<file path="src/rtl/gf2_xor_join.sv">
// Joins two word streams into one by GF(2) addition (bitwise XOR), buffered by a 2-entry
// registered FIFO, and marks the last word of every FRAME_LEN-word frame.
module gf2_xor_join #(
  parameter int unsigned WIDTH     = 96,
  parameter int unsigned FRAME_LEN = 1
) (
  input  logic             i_clock,
  input  logic             i_reset,
  input  logic [WIDTH-1:0] i_a_data,
  input  logic             i_a_valid,
  output logic             o_a_ready,
  input  logic [WIDTH-1:0] i_b_data,
  input  logic             i_b_valid,
  output logic             o_b_ready,
  output logic [WIDTH-1:0] o_output_data,
  output logic             o_output_valid,
  input  logic             i_output_ready,
  output logic             o_output_last
);

  localparam int unsigned    CntW    = (FRAME_LEN > 1) ? $clog2(FRAME_LEN) : 1;
  localparam logic [CntW-1:0] LastIdx = CntW'(FRAME_LEN - 1);

  logic [WIDTH-1:0] mem_q [2];
  logic             rd_ptr_q;
  logic             wr_ptr_q;
  logic [1:0]       count_q;
  logic [1:0]       count_d;
  logic             full_q;
  logic [CntW-1:0]  frame_cnt_q;
  logic             push;
  logic             pop;

  // Readies depend only on registered fullness and the opposite valid, never on the sink.
  always_comb begin
    o_a_ready      = !i_reset && !full_q && i_b_valid;
    o_b_ready      = !i_reset && !full_q && i_a_valid;
    o_output_valid = !i_reset && (count_q != 2'd0);
    o_output_data  = i_reset ? '0 : mem_q[rd_ptr_q];
    o_output_last  = o_output_valid && (frame_cnt_q == LastIdx);
    push           = i_a_valid && o_a_ready;
    pop            = o_output_valid && i_output_ready;
    count_d        = count_q + {1'b0, push} - {1'b0, pop};
  end

  always_ff @(posedge i_clock) begin
    if (i_reset) begin
      mem_q[0]    <= '0;
      mem_q[1]    <= '0;
      rd_ptr_q    <= 1'b0;
      wr_ptr_q    <= 1'b0;
      count_q     <= 2'd0;
      full_q      <= 1'b0;
      frame_cnt_q <= '0;
    end else begin
      if (push) begin
        mem_q[wr_ptr_q] <= i_a_data ^ i_b_data;
        wr_ptr_q        <= ~wr_ptr_q;
      end
      if (pop) begin
        rd_ptr_q    <= ~rd_ptr_q;
        frame_cnt_q <= (frame_cnt_q == LastIdx) ? '0 : frame_cnt_q + 1'b1;
      end
      count_q <= count_d;
      full_q  <= (count_d == 2'd2);
    end
  end

endmodule
</file>
<file path="config.mk">
export PLATFORM = sky130hd
export DESIGN_NAME = gf2_xor_join
export DESIGN_NICKNAME = d
export VERILOG_FILES = /design/src/rtl/gf2_xor_join.sv
export SDC_FILE = /design/constraint.sdc
export NUM_CORES = 1
export LEC_CHECK = 0
export BUFFER_PORTS_ARGS = -buffer_cell sky130_fd_sc_hd__buf_2
export CAP_MARGIN = 15
export CORE_UTILIZATION = 46
export DETAILED_ROUTE_END_ITERATION = 10
export GPL_ROUTABILITY_DRIVEN = 0
export PLACE_DENSITY_LB_ADDON = 0.15
export SETUP_SLACK_MARGIN = 0.2
export SLEW_MARGIN = 30
export SYNTH_ARGS = -nofsm -noshare
export SYNTH_HDL_FRONTEND = slang
export SYNTH_SLANG_ARGS = --single-unit
</file>
<file path="constraint.sdc">
create_clock -name i_clock -period 4.16 [get_ports i_clock]
set_clock_uncertainty 0.15 [all_clocks]
set_input_delay 0.832 -clock i_clock [delete_from_list [all_inputs] [get_ports i_clock]]
set_output_delay 0.832 -clock i_clock [all_outputs]
set_load 0.02 [all_outputs]
</file>
* After elaboration in Yosys (flattened, before gate mapping) *
Memories as Yosys holds them, arrays and structs flattened. A register that Yosys moved wholly into a read port is not among the register bits.
Cells that the tools add are included.

storage, ports and cells
  flip-flop bits (word level) = 6
  memory bits (writable) = 192
  memories kept = 1

memory list
  name   words  bits a word  read ports  clocked after memory_dff  write ports  line  source
  mem_q  2      96           1           1                         2            24    logic [WIDTH-1:0] mem_q [2];

cells by class
  add/subtract/negate cells = 3
  eq/ne operators = 1
  mux-type cells = 12
  bitwise gates (word level) = 4
  reduce and logical (&&, ||, !) cells = 11

operator list
  operator                                     number
  96-bit 2-to-1 mux                            2
  96-bit OR reduction                          1
  96-bit XOR                                   1
  1-bit 2-to-1 mux                             10
  1-bit logical AND                            7
  1-bit inverter                               3
  2-bit by 1-bit adder with 2-bit output       1
  2-bit == test, second input constant         1
  1-bit logical NOT                            2
  2-bit nonzero test                           1
  2-bit by 1-bit subtractor with 2-bit output  1
  1-bit adder, second input constant           1

* Logic depth before layout (Yosys ltp) *
  depth after elaboration = 9
  depth in mapped cells = 10
  depth with buffers taken out = 8

* Least setup slack after synthesis *
No wires, ideal clock.

  path kind = input -> register
  start = in i_reset
  end = mem mem_q[0][0], enable pin
  setup time = 471 ps
  arrival time = 3834 ps
  data required time = 3539 ps
  slack = -295 ps
  cell stages on the path = 6
  cell sequence = buf_2 -> nand4bb_4 -> or2_1 -> buf_6 -> buf_6 -> nand2b_1

RTL lines
  item                line  source
  start: declaration  8     input logic i_reset,
  end: declaration    24

==> results_dict.tcl <==
set metrics [dict create \
    synth_warnings 0 \
    p_int_mw 3.42 \
    root_buffer "clkbuf_16" \
    grt_max_degree 97 \
    initial_utilization_pct 47.0 \
    clk_latency_ps 420 \
    crit_slowest_cell "dfxtp_4" \
    postRouteAntennaNets 0 \
    status "completed" \
    cts_tree "built" \
    cts_setup_buffers 0 \
    synth-compound-area-share_pct 0.164 \
    htree_levels 4 \
    num_rows 51 \
    power_density_nw_per_um2 400 \
    area_growth_pct 24.9 \
    layout_setup_ws_ps 883 \
    slew_viol_final 0 \
    layout_common_cells "295 x buf_2, 289 x nor2_1, 192 x edfxtp_1" \
    worstPathRequired_ps 3180 \
    fin_util_pct 58.7 \
    crit_chain "buf_4 -> mux2i_1 -> nor2_1 -> buf_2" \
    switching_share_pct 25.2 \
    cts_sinks 198 \
    dieArea_um2 20500 \
    syn_inst 747 \
    grt_pass1_wl_um 29400 \
    ir_drop_mv 0.275 \
    detail_route.wl_per_cell_um 14.8 \
    path_buf_inv 2 \
    arrival_ps 2290 \
    p_sw_mw 1.16 \
    start_kind "flop" \
    vias_per_cell 4.73 \
    p_total_mw 4.58 \
    netlist_area_um2 9180 \
    fillerInstances 1684 \
    fmax_ghz 0.305 \
    coreArea_um2 19500 \
    dp_worst_setup_slack_ps 1090 \
    hold_viol 0 \
    drtIter0Drc 283 \
    finalCritPeriodShare_pct 78.8 \
    die_w_um 143 \
    cap_violations 0 \
    yosysSeqAreaShare_pct 64.1 \
    io_buffers 296 \
    cts_buffers 17 \
    synth_top_family_by_area "simple AND/OR/NAND/NOR gates" \
    syn-num-nets 946 \
    grt_pass1_vias 5833 \
    drcViolationCount 0 \
    overflow 0 \
    fp.dieH_um 143 \
    yosys-mux-area-fraction_pct 10.7 \
    worstSetupPathType "flop to output port" \
    dp_cells 1274 \
    grt_use_total_pct 19.1 \
    multi_input_area_um2 3080 \
    synth_xor_xnor_area_share_pct 9.35 \
    finalCriticalPeriod_ps 3280 \
    antenna_found_initial 0 \
    power_leakage_nw 4.62 \
    slew_headroom_pct 47.1 \
    synth_fa_ha_area_share_pct 0.273 \
    crit_fanout 36 \
    n_antenna_cell 0 \
    cp_slowest_stage_delay_ps 790 \
    tightestPinTransition_ps 793 \
    post_cts_resized 0 \
    wirelength_um 19300 \
    final_nets 1227 \
    synth-seq-cells 198 \
    p_comb_share_pct 15.5 \
    finalNonFillerCells 1305 \
    clock_path_buffers 2 \
    min_path_type "flop to flop" \
    yosys.area_share.simple_pct 12.9 \
    synth.distinct_cells 22 \
    vias 6169 \
    boundaryPins 297 \
    path_delay_family "flip-flops" \
    seq_power_share_pct 51.3 \
    dp_hpwl_um 12700 \
    avgSynthCellArea_um2 12.3 \
    drtPass1Iterations 4 \
    rsz0062_at_grt "false" \
    ctsHoldBuffers 0 \
    clk_pin_slew_worst_paths_ps 60 \
    regArea_um2 5890 \
    layout-drive-gt1-share_pct 32.9 \
    setup_tns_ps 0 \
    layout_commonest_cell "buf_2" \
    setup_viol 0 \
    critPathCaptureType "output port" \
    p_clk_share_pct 33.2 \
]
==> Yosys cell counts <==
library cell | count | share of area [%]
nor2_1 | 289 | 12
edfxtp_1 | 192 | 63
mux2i_1 | 98 | 11
xnor2_1 | 98 | 9.3
clkbuf_1 | 25 | 1.0
buf_2 | 15 | 0.82
dfxtp_1 | 6 | 1.3
buf_6 | 4 | 0.49
and2_1 | 3 | 0.20
nand2b_1 | 3 | 0.20
ha_1 | 2 | 0.27
nor2b_1 | 2 | 0.14
a21oi_1 | 1 | 0.054
buf_1 | 1 | 0.041
buf_4 | 1 | 0.082
inv_1 | 1 | 0.041
nand2_1 | 1 | 0.041
nand4_1 | 1 | 0.068
nand4bb_4 | 1 | 0.30
nor3b_1 | 1 | 0.082
o21ba_2 | 1 | 0.11
or2_1 | 1 | 0.068
==> sequential cells by signal (all words and copies together) (netlist names), named ones only <==
signal,count
mem_q,192
full_q,1
rd_ptr_q,1
wr_ptr_q,1
count_q,2
==> metrics by stage <==
| step | hold WS [ps] | instance area (um^2) |
|---|---|---|
| global route | 338 | 11500 |
| floorplan | 288 | 9190 |
| global placement | 290 | 10900 |
| CTS | 307 | 11500 |
| finish | 307 | 11500 |
| detailed placement | 304 | 10900 |
==> cell type report <==
cell class,instances,area share [%]
Clock buffer,20,3.81
Clock inverter,11,0.906
Inverter,1,0.0327
Multi-Input combinational cell,502,26.9
Sequential cell,198,51.4
Tap cell,265,2.89
Timing Repair Buffer,308,14.1
==> layer usage <==
metal | GRT usage (%) | vias to the layer above | share of wire [%]
met5 | 0 | - | 0
met4 | 6.66 | 0 | 1.5
met3 | 4.23 | 19 | 5.6
met2 | 34.5 | 200 | 52
met1 | 22.4 | 2866 | 41
li1 | - | 3084 | -
==> final timing paths <==
kind,cells past startpoint,from,slack (ps),endpoint
worst min register to register,1,rd_ptr_q,310,flop
worst min-delay path,1,rd_ptr_q,310,flop
worst max register to register,4,full_q,1940,mem_q[0][12]
worst max-delay path,4,flop,880,o_output_data[48]
==> logic make-up (layout without fill, tap and decap cells) <==
logic type	after synthesis	in the layout
AO/OA/AOI/OAI	2	2
flip-flops	198	198
multiplexers	98	98
XOR/XNOR	98	98
buffers and inverters	47	340
adder cells (fa/ha/maj)	2	2
AND/OR/NAND/NOR	302	302
==> power by group through the flow <==
stage | clock (mW) | sequential, mW | combinational, mW
6_report | 1.52 | 2.35 | 0.710
5_1_grt | 1.63 | 2.36 | 0.773
4_1_cts | 1.55 | 2.35 | 0.722
3_5_place_dp | 0 | 2.39 | 0.718
3_3_place_gp | 0 | 2.39 | 0.714
2_1_floorplan | 0 | 2.37 | 0.465
No activity file was read; power rests on OpenSTA's default activity.
